File: src/rtl/uop_exec_sequencer_pkg.sv
// MicroCode word layout and load/store selector types shared by the decoder,
// the execution sequencer and the functional units.
package uop_exec_sequencer_pkg;

  typedef enum logic {
    LSU_LOAD  = 1'b0,
    LSU_STORE = 1'b1
  } lsu_funct_e;

  typedef enum logic [1:0] {
    LSU_BYTE = 2'd0,
    LSU_HALF = 2'd1,
    LSU_WORD = 2'd2
  } lsu_bytes_e;

  typedef enum logic [1:0] {
    RD_ALU = 2'd0,
    RD_CSR = 2'd1,
    RD_LD  = 2'd2,
    RD_PC4 = 2'd3
  } rd_src_e;

  typedef struct packed {
    logic       en;
    logic [3:0] funct;
  } alu_ctrl_t;

  typedef struct packed {
    logic       en;
    logic [2:0] funct;
  } br_ctrl_t;

  typedef struct packed {
    logic        en;
    logic [1:0]  funct;
    logic [11:0] addr;
  } csr_ctrl_t;

  typedef struct packed {
    logic       en;
    lsu_funct_e funct;
    lsu_bytes_e bytes;
    logic       sign_ext;
  } lsu_ctrl_t;

  typedef struct packed {
    alu_ctrl_t  alu;
    br_ctrl_t   br_unit;
    csr_ctrl_t  csr_unit;
    lsu_ctrl_t  ld_st_unit;
    logic [4:0] rs1_addr;
    logic [4:0] rs2_addr;
    logic [4:0] rd_addr;
    logic       rd_en;
    rd_src_e    rd_src;
  } micro_code_t;

endpackage

File: src/rtl/uop_exec_sequencer.sv
// Executes one decoded MicroCode word at a time: holds it for the ALU/branch/CSR
// units, runs an optional load/store transaction, then writes back rd and the next PC.
//
// state | meaning
// IDLE  | ready for the next uop
// EXEC  | uop_q drives the units; their results are sampled
// MEM   | lsu_req held until lsu_ack or timeout
// WB    | rd_we / pc_next_valid strobe for one cycle
module uop_exec_sequencer
  import uop_exec_sequencer_pkg::*;
#(
  parameter int unsigned XLEN        = 32,
  parameter int unsigned MEM_TIMEOUT = 255
) (
  input  logic            clk,
  input  logic            rst_n,
  input  logic            uop_valid,
  output logic            uop_ready,
  input  micro_code_t     uop,
  input  logic [XLEN-1:0] uop_pc,
  output micro_code_t     uop_q,
  output logic [XLEN-1:0] pc_q,
  input  logic [XLEN-1:0] rs2_data,
  input  logic [XLEN-1:0] alu_result,
  input  logic [XLEN-1:0] csr_rdata,
  input  logic            br_taken,
  input  logic [XLEN-1:0] br_target,
  output logic            lsu_req,
  output logic [XLEN-1:0] lsu_addr,
  output logic [XLEN-1:0] lsu_wdata,
  output lsu_funct_e      lsu_funct,
  output lsu_bytes_e      lsu_bytes,
  input  logic            lsu_ack,
  input  logic [XLEN-1:0] lsu_rdata,
  output logic            rd_we,
  output logic [4:0]      rd_waddr,
  output logic [XLEN-1:0] rd_wdata,
  output logic            pc_next_valid,
  output logic [XLEN-1:0] pc_next,
  output logic            mem_err
);

  localparam int unsigned TW = (MEM_TIMEOUT > 1) ? $clog2(MEM_TIMEOUT + 1) : 1;

  typedef enum logic [1:0] {
    S_IDLE = 2'd0,
    S_EXEC = 2'd1,
    S_MEM  = 2'd2,
    S_WB   = 2'd3
  } state_e;

  state_e          r_state;
  state_e          w_state_nxt;
  logic            w_accept;
  logic            w_mem_done;
  logic            w_mem_tmo;
  logic            w_tmo_hit;
  logic            w_rd_we_ok;
  logic [XLEN-1:0] w_pc4;

  logic            r_uop_ready;
  micro_code_t     r_uop_q;
  logic [XLEN-1:0] r_pc_q;
  logic [XLEN-1:0] r_alu;
  logic [XLEN-1:0] r_csr;
  logic            r_br_taken;
  logic [XLEN-1:0] r_br_target;
  logic [XLEN-1:0] r_ld_data;
  logic [TW-1:0]   r_tmo_cnt;
  logic            r_lsu_req;
  logic [XLEN-1:0] r_lsu_addr;
  logic [XLEN-1:0] r_lsu_wdata;
  lsu_funct_e      r_lsu_funct;
  lsu_bytes_e      r_lsu_bytes;
  logic            r_rd_we;
  logic [4:0]      r_rd_waddr;
  logic [XLEN-1:0] r_rd_wdata;
  logic            r_pc_next_valid;
  logic [XLEN-1:0] r_pc_next;
  logic            r_mem_err;

  function automatic logic [XLEN-1:0] f_wdata(input rd_src_e         src,
                                              input logic [XLEN-1:0] alu,
                                              input logic [XLEN-1:0] csr,
                                              input logic [XLEN-1:0] ld,
                                              input logic [XLEN-1:0] pc4);
    logic [XLEN-1:0] v;
    case (src)
      RD_CSR:  v = csr;
      RD_LD:   v = ld;
      RD_PC4:  v = pc4;
      default: v = alu;
    endcase
    return v;
  endfunction

  assign w_pc4      = r_pc_q + XLEN'(4);
  assign w_rd_we_ok = r_uop_q.rd_en && (r_uop_q.rd_addr != 5'd0);
  assign w_tmo_hit  = (MEM_TIMEOUT != 0) && (r_tmo_cnt == TW'(1));

  always_ff @(posedge clk or negedge rst_n) begin
    if (!rst_n) begin
      r_state <= S_IDLE;
    end else begin
      r_state <= w_state_nxt;
    end
  end

  always_comb begin
    w_state_nxt = r_state;
    w_accept    = 1'b0;
    w_mem_done  = 1'b0;
    w_mem_tmo   = 1'b0;
    case (r_state)
      S_IDLE: begin
        if (r_uop_ready && uop_valid) begin
          w_accept    = 1'b1;
          w_state_nxt = S_EXEC;
        end
      end
      S_EXEC: begin
        w_state_nxt = r_uop_q.ld_st_unit.en ? S_MEM : S_WB;
      end
      S_MEM: begin
        // An ack in the final allowed cycle still completes the access.
        if (lsu_ack) begin
          w_mem_done  = 1'b1;
          w_state_nxt = S_WB;
        end else if (w_tmo_hit) begin
          w_mem_tmo   = 1'b1;
          w_state_nxt = S_WB;
        end
      end
      S_WB: begin
        w_state_nxt = S_IDLE;
      end
      default: begin
        w_state_nxt = S_IDLE;
      end
    endcase
  end

  always_ff @(posedge clk or negedge rst_n) begin
    if (!rst_n) begin
      r_uop_ready     <= 1'b0;
      r_uop_q         <= '0;
      r_pc_q          <= '0;
      r_alu           <= '0;
      r_csr           <= '0;
      r_br_taken      <= 1'b0;
      r_br_target     <= '0;
      r_ld_data       <= '0;
      r_tmo_cnt       <= '0;
      r_lsu_req       <= 1'b0;
      r_lsu_addr      <= '0;
      r_lsu_wdata     <= '0;
      r_lsu_funct     <= LSU_LOAD;
      r_lsu_bytes     <= LSU_BYTE;
      r_rd_we         <= 1'b0;
      r_rd_waddr      <= '0;
      r_rd_wdata      <= '0;
      r_pc_next_valid <= 1'b0;
      r_pc_next       <= '0;
      r_mem_err       <= 1'b0;
    end else begin
      r_uop_ready     <= (w_state_nxt == S_IDLE);
      r_lsu_req       <= (w_state_nxt == S_MEM);
      r_rd_we         <= 1'b0;
      r_pc_next_valid <= 1'b0;

      if (w_accept) begin
        r_uop_q <= uop;
        r_pc_q  <= uop_pc;
      end

      if (r_state == S_EXEC) begin
        r_alu       <= alu_result;
        r_csr       <= csr_rdata;
        r_br_taken  <= br_taken;
        r_br_target <= br_target;
        if (r_uop_q.ld_st_unit.en) begin
          r_lsu_addr  <= alu_result;
          r_lsu_wdata <= rs2_data;
          r_lsu_funct <= r_uop_q.ld_st_unit.funct;
          r_lsu_bytes <= r_uop_q.ld_st_unit.bytes;
          r_tmo_cnt   <= TW'(MEM_TIMEOUT);
        end else begin
          r_rd_we         <= w_rd_we_ok;
          r_rd_waddr      <= r_uop_q.rd_addr;
          r_rd_wdata      <= f_wdata(r_uop_q.rd_src, alu_result, csr_rdata, r_ld_data, w_pc4);
          r_pc_next       <= (r_uop_q.br_unit.en && br_taken) ? br_target : w_pc4;
          r_pc_next_valid <= 1'b1;
        end
      end

      if (r_state == S_MEM) begin
        r_tmo_cnt <= r_tmo_cnt - TW'(1);
        if (w_mem_done) begin
          r_ld_data       <= lsu_rdata;
          r_rd_we         <= w_rd_we_ok;
          r_rd_waddr      <= r_uop_q.rd_addr;
          r_rd_wdata      <= f_wdata(r_uop_q.rd_src, r_alu, r_csr, lsu_rdata, w_pc4);
          r_pc_next       <= (r_uop_q.br_unit.en && r_br_taken) ? r_br_target : w_pc4;
          r_pc_next_valid <= 1'b1;
        end
        if (w_mem_tmo) begin
          r_mem_err       <= 1'b1;
          r_rd_waddr      <= r_uop_q.rd_addr;
          r_pc_next       <= w_pc4;
          r_pc_next_valid <= 1'b1;
        end
      end
    end
  end

  assign uop_ready     = r_uop_ready;
  assign uop_q         = r_uop_q;
  assign pc_q          = r_pc_q;
  assign lsu_req       = r_lsu_req;
  assign lsu_addr      = r_lsu_addr;
  assign lsu_wdata     = r_lsu_wdata;
  assign lsu_funct     = r_lsu_funct;
  assign lsu_bytes     = r_lsu_bytes;
  assign rd_we         = r_rd_we;
  assign rd_waddr      = r_rd_waddr;
  assign rd_wdata      = r_rd_wdata;
  assign pc_next_valid = r_pc_next_valid;
  assign pc_next       = r_pc_next;
  assign mem_err       = r_mem_err;

endmodule

File: config.mk
export PLATFORM = sky130hd
export DESIGN_NAME = uop_exec_sequencer
export DESIGN_NICKNAME = d
export VERILOG_FILES = /design/src/rtl/uop_exec_sequencer_pkg.sv /design/src/rtl/uop_exec_sequencer.sv
export SDC_FILE = /design/constraint.sdc
export NUM_CORES = 1
export LEC_CHECK = 0
export CORE_ASPECT_RATIO = 0.8
export CORE_MARGIN = 8
export CORE_UTILIZATION = 48
export CTS_CLUSTER_SIZE = 28
export DETAILED_ROUTE_END_ITERATION = 7
export MAX_ROUTING_LAYER = met4
export PLACE_DENSITY = 0.8
export SLEW_MARGIN = 10
export SYNTH_ARGS = -nofsm -noshare
export SYNTH_HDL_FRONTEND = slang
export SYNTH_SLANG_ARGS = --single-unit
export TNS_END_PERCENT = 20
File: constraint.sdc
create_clock -name clk -period 4.1 [get_ports clk]
set_input_delay 0.41 -clock clk [delete_from_list [all_inputs] [get_ports clk]]
set_output_delay 0.41 -clock clk [all_outputs]
set_load 0.02 [all_outputs]
Word level (Yosys, flattened, before mapping)
Index checks and enable logic that the tools add are counted.
{ "totals": {"elab_cells": 101, "register_bits": 359, "output_inout_bits": 220, "input_bits": 244} }
{ "classes": {"add_sub_neg": 2, "mux": 42, "reduce_logical": 13, "n_eq_ne": 8} }
{ "op_table": {"columns": ["operator", "count"], "rows": [
  ["32-bit two-way mux", 11],
  ["32-bit case mux with 3 select lines", 2],
  ["32-bit by 3-bit adder with 32-bit output, second input constant", 1],
  ["5-bit two-way mux", 5],
  ["8-bit two-way mux", 3],
  ["1-bit two-way mux", 17],
  ["2-bit equality test, second input constant", 5],
  ["8-bit by 1-bit equality test with 1-bit output, second input constant", 1],
  ["2-bit case mux with 4 select lines", 1],
  ["2-bit AND reduction", 4],
  ["8-bit by 1-bit subtractor with 8-bit output, second input constant", 1],
  ["2-bit two-way mux", 3],
  ["5-bit nonzero test", 1],
  ["2-bit by 1-bit equality test with 1-bit output, second input constant", 2],
  ["1-bit logical AND", 4],
  ["2-bit zero test", 2],
  ["2-bit nonzero test", 2]
]} }

Logic depth before layout (Yosys ltp)
{ "depth": {"word_depth": 7, "mapped_depth": 10, "ltp_nobuf": 8} }

Worst setup path after synthesis
Ideal clock, no wire load.
{ "synth_path": {"path_type": "register to register", "startpoint": "register r_pc_q[2], in the netlist pc_q[2]", "endpoint": "register r_rd_wdata[24], in the netlist rd_wdata[24]", "period_less_slack_ps": 2302, "required_ps": 3976, "n_path_buf": 0, "setup_ps": 124, "stages_incl_launch_ff": 8, "setup_slack_ps": 1798, "arrival_ps": 2178, "path_cell_list": "dfrtp_1 -> ha_1 -> nand4_1 -> nor2_1 -> nand3_1 -> xnor2_2 -> mux4_2 -> a2bb2oi_1"} }
{ "synth_via": {"elab_chain_len": 6, "elab_cells_between_ends": 7, "cone_classes": "add/sub: 1; mux: 6"} }
{ "synth_rtl": {"columns": ["element", "line", "rtl"], "rows": [
  ["start, declared", "uop_exec_sequencer.sv:63", "logic [XLEN-1:0] r_pc_q;"],
  ["start signal, assigned", "uop_exec_sequencer.sv:173", "r_pc_q <= uop_pc;"],
  ["32-bit by 3-bit adder with 32-bit output *", "uop_exec_sequencer.sv:97", "assign w_pc4 = r_pc_q + XLEN'(4);"],
  ["32-bit case mux with 3 select lines", "uop_exec_sequencer.sv:88", "case (src)"],
  ["32-bit two-way mux", "uop_exec_sequencer.sv:181", "if (r_uop_q.ld_st_unit.en) begin"],
  ["32-bit two-way mux", "uop_exec_sequencer.sv:176", "if (r_state == S_EXEC) begin"],
  ["32-bit two-way mux", "uop_exec_sequencer.sv:198", "if (w_mem_done) begin"],
  ["32-bit two-way mux *", "uop_exec_sequencer.sv:196", "if (r_state == S_MEM) begin"],
  ["end signal, assigned", "uop_exec_sequencer.sv:190", "r_rd_wdata <= f_wdata(r_uop_q.rd_src, alu_result, csr_rdata, r_ld_data, w_pc4);"],
  ["end signal, assigned", "uop_exec_sequencer.sv:202", "r_rd_wdata <= f_wdata(r_uop_q.rd_src, r_alu, r_csr, lsu_rdata, w_pc4);"],
  ["end, declared", "uop_exec_sequencer.sv:77", "logic [XLEN-1:0] r_rd_wdata;"]
]} }
Every way passes the cells marked *; elsewhere a longest branch is shown, timed or not.
A chain may end at the register's enable or synchronous reset.

Final worst setup path
{ "layout_path": {"startpoint": "register r_state[0]", "endpoint": "register r_pc_next[6], in the netlist pc_next[6]"} }
{ "layout_via": {"elab_chain_len": 5, "elab_cells_between_ends": 8, "cone_classes": "eq/ne: 2; mux: 6"} }
{ "layout_rtl": {"columns": ["element", "line", "rtl"], "rows": [
  ["start, declared", "uop_exec_sequencer.sv:52", "state_e r_state;"],
  ["start signal, assigned", "uop_exec_sequencer.sv:105", "r_state <= w_state_nxt;"],
  ["2-bit by 1-bit equality test with 1-bit output / 2-bit equality test (equally long branches)", "uop_exec_sequencer.sv:176, uop_exec_sequencer.sv:114, uop_exec_sequencer.sv:196", null],
  ["32-bit two-way mux / 1-bit two-way mux (equally long branches)", "uop_exec_sequencer.sv:176, uop_exec_sequencer.sv:114", null],
  ["32-bit two-way mux", "uop_exec_sequencer.sv:198", null],
  ["32-bit two-way mux", "uop_exec_sequencer.sv:206", "if (w_mem_tmo) begin"],
  ["32-bit two-way mux *", "uop_exec_sequencer.sv:196", null],
  ["end signal, assigned", "uop_exec_sequencer.sv:191", "r_pc_next <= (r_uop_q.br_unit.en && br_taken) ? br_target : w_pc4;"],
  ["end signal, assigned", "uop_exec_sequencer.sv:203", "r_pc_next <= (r_uop_q.br_unit.en && r_br_taken) ? r_br_target : w_pc4;"],
  ["end signal, assigned", "uop_exec_sequencer.sv:209", "r_pc_next <= w_pc4;"],
  ["end, declared", "uop_exec_sequencer.sv:79", "logic [XLEN-1:0] r_pc_next;"]
]} }
Marks and branches as above.

==> results.sh <==
export IMPL_antenna_found_initial=7
export IMPL_netlist_instances=1470
export IMPL_ys_warn_count=0
export IMPL_routed_wl_um=60000
export IMPL_fin_nets=2146
export IMPL_place_inst=2325
export IMPL_via_count=14100
export IMPL_die_area_sq_um=41700
export IMPL_die_w_um=226
export IMPL_root_buffer="clkbuf_16"
export IMPL_path_depth=8
export IMPL_clock_latency_ps=540
export IMPL_fillers=2648
export IMPL_ctsResizeCount=0
export IMPL_ff2ff_setup_slack_ps=970
export IMPL_p_leak_nw=9.65
export IMPL_setup_violations=0
export IMPL_cp_slowest_cell="nand2_1"
export IMPL_tritoncts="done"
export IMPL_syn_nets=1721
export IMPL_hold_class="in2reg"
export IMPL_grt_pass1_wl_um=89400
export IMPL_io_buffers=463
export IMPL_worstPathMaxFanout=47
export IMPL_syn_area_per_cell_sq_um=11.5
export IMPL_vdd_drop_max_mv=0.587
export IMPL_place_hpwl_um=43600
export IMPL_dr_pass1_iters=6
export IMPL_yosys_register_bits=359
export IMPL_status="finished, final reports clean"
export IMPL_gr_usage_all_layers_pct=28.8
export IMPL_r2r_cells=8
export IMPL_grt_overflow_total=0
export IMPL_fin_crit_sh_pct=76.3
export IMPL_htreeDepth=2
export IMPL_initial_utilization_pct=48.8
export IMPL_maxCapViolCount=0
export IMPL_drtIter0Drc=1222
export IMPL_max_slew_margin_pct=35.3
export IMPL_fin_util_pct=67.0
export IMPL_path_class="reg2reg"
export IMPL_numCtsBuffers=39
export IMPL_async_reset_ff_share_pct=100
export IMPL_worstPathArrival_ps=3530
export IMPL_path_clk_slew_ps=60
export IMPL_reg2reg_to="pc_next[6]"
export IMPL_placed_area_sq_um=22100
export IMPL_startpoint_type="register"
export IMPL_yosys_cell_types_count=64
export IMPL_critical_path_endpoint="pc_next[6]"
export IMPL_cts_buffer_depth=3
export IMPL_crit_family="buffers and inverters"
export IMPL_powerDensity_nw_per_um2=869
export IMPL_tns_ps=0
export IMPL_path_cells="inv_1, ha_1, clkinv_1, nor2_4, buf_4, nand2_1, o22ai_1, a21oi_1"
export IMPL_grt_max_degree=115
export IMPL_hold_viol_final=0
export IMPL_rows=61
export IMPL_io_pins=464
export IMPL_cp_end_kind="register"
export IMPL_area_delta_synth_final_pct=37.3
export IMPL_viasPerCell=5.88
export IMPL_synthFlopType="dfrtp_1"
export IMPL_cts_sinks=359
export IMPL_yosysSeqAreaShare_pct=52.9
export IMPL_gp_congestion=0.949
export IMPL_core_sq_um=34800
export IMPL_critical_path_buf_inv_count=3
export IMPL_final_area_sq_um=23300
export IMPL_fp_dieH_um=184
export IMPL_drc=0
export IMPL_cp_startpoint="r_state[0]"
export IMPL_drive_above_1_share_pct=20.5
export IMPL_tightest_slew_ps=966
export IMPL_finalNonFillerCells=2399
export IMPL_wire_per_inst_um=25.0
export IMPL_synth_edff_count=0
export IMPL_cpPeakStageDelay_ps=500
export IMPL_timing_rr_start="r_state[0]"
export IMPL_post_cts_buffers=0
export IMPL_slew_violations=0
export IMPL_max_freq_ghz=0.320
export IMPL_hold_slack_ps=443
export IMPL_required_ps=4500
export IMPL_grt_setup_unrepaired="false"
export IMPL_syn_area_sq_um=17000
export IMPL_grt_pass1_vias=14700
export IMPL_drtAntennaViolNets=0
export IMPL_clock_skew_final_ps=14.9
export IMPL_period_minus_slack_ps=3130
[cell families (layout without fill, tap and decap cells)]
family                   count (synthesis)  after routing  synth area share (%)
AND/OR/NAND/NOR                        358            358                  9.47
flip-flops                             359            359                  52.9
AO/OA/AOI/OAI                          291            291                  10.7
other                                    0              8                     0
adder cells (fa/ha/maj)                  7              7                 0.516
multiplexers                           314            314                  22.2
XOR/XNOR                                29             29                  1.54
buffers and inverters                  112            561                  2.68
[synth_stat cells, drive strengths merged, types with 7 or more instances]
master  instances  area [sq um]
nand4          13           103
o22ai          29           181
a22oi          14           105
xnor2          18           165
a211oi         14           105
ha              7          87.6
inv            11          41.3
mux2i          25           250
o221ai         19           166
mux2          266          3000
nor2          100           375
dfrtp         359          8980
a31oi          14          87.6
nor4            8          56.3
clkbuf         65           244
buf            35           166
nand3          24           120
o21ai          65           329
xor2           11          96.3
mux4           23           518
a21oi          91           455
and2            8          50.1
nand2         172           646
nor3           11          93.8
a221oi         10          87.6
[layer usage]
metal	up-vias	track usage, %	routed length [um]
li1	6177	-	-
met2	697	47.2	29800
met3	118	7.56	5470
met4	0	11.1	2200
met5	-	-	0
met1	7109	33.9	22500
[area by class of cell]
type | count | area (sq um) | share of cell area (%)
multi-input cells | 999 | 7600 | 32.6
inverters | 12 | 45.0 | 0.193
diodes | 8 | 20.0 | 0.0859
well taps | 472 | 591 | 2.53
repair buffers | 484 | 4850 | 20.8
flip-flops and latches | 359 | 8990 | 38.6
clock inverters | 9 | 70.1 | 0.301
clock buffers | 56 | 1140 | 4.90
[power breakdown]
part	internal [W]	switching [W]	total, W	leakage [nW]
registers	0.00535	0.00140	0.00675	4.27
logic	0.00485	0.00523	0.0101	4.78
clock network	0.00199	0.00142	0.00341	0.604
total	0.0122	0.00806	0.0202	9.65
[timing repair]
item / 4_1_cts / 5_1_grt
setup endpoints to repair: 0 / 0
hold endpoints to repair: 37 / 0
hold buffers: 1 / 0
[sequential cells by signal (all words and copies together) (netlist names), 2 cells and up]
signal / flops
uop_q: 47
lsu_addr: 32
lsu_wdata: 32
pc_next: 32
pc_q: 32
r_alu: 32
r_br_target: 32
r_csr: 32
r_ld_data: 32
rd_wdata: 32
r_tmo_cnt: 8
rd_waddr: 5
lsu_bytes: 2
r_state: 2
[how the worst min path moves through the flow]
| stage | start | to | depth (start not counted) |
|---|---|---|---|
| 2_1_floorplan | rst_n | lsu_addr[0] | 0 |
| 3_3_place_gp | r_ld_data[13] | r_ld_data[13] | 2 |
| 3_5_place_dp | r_ld_data[31] | r_ld_data[31] | 2 |
| 4_1_cts | lsu_rdata[30] | r_ld_data[30] | 3 |
| 5_1_grt | lsu_rdata[18] | r_ld_data[18] | 3 |
| 6_report | lsu_rdata[0] | r_ld_data[0] | 3 |
[cells in the final DEF, fill, tap and decap left out, drive strengths merged, types with 18 or more instances in the layout]
cell type / instances
mux2i: 25
mux4: 23
mux2: 266
buf: 21
o221ai: 19
dfrtp: 359
xnor2: 18
nand3: 24
nor2: 100
o22ai: 29
a21oi: 91
nand2: 172
clkdlybuf4s50: 462
o21ai: 65
clkbuf: 56
[metrics by stage]
step	setup WS, ps	total power [W]
after floorplan	1800	0.0124
after global placement	1150	0.0165
after detailed placement	1080	0.0168
after CTS	1040	0.0203
after global routing	765	0.0213
final	972	0.0202
[worst reg2reg max path, stage by stage, from the launching register on]
cell and delay, ps:
dfrtp_1 440, inv_1 130, ha_1 420, clkinv_1 410, nor2_4 220, buf_4 490, nand2_1 520, o22ai_1 320
a21oi_1 60
Note: power is estimated with default switching activity, not from simulation.
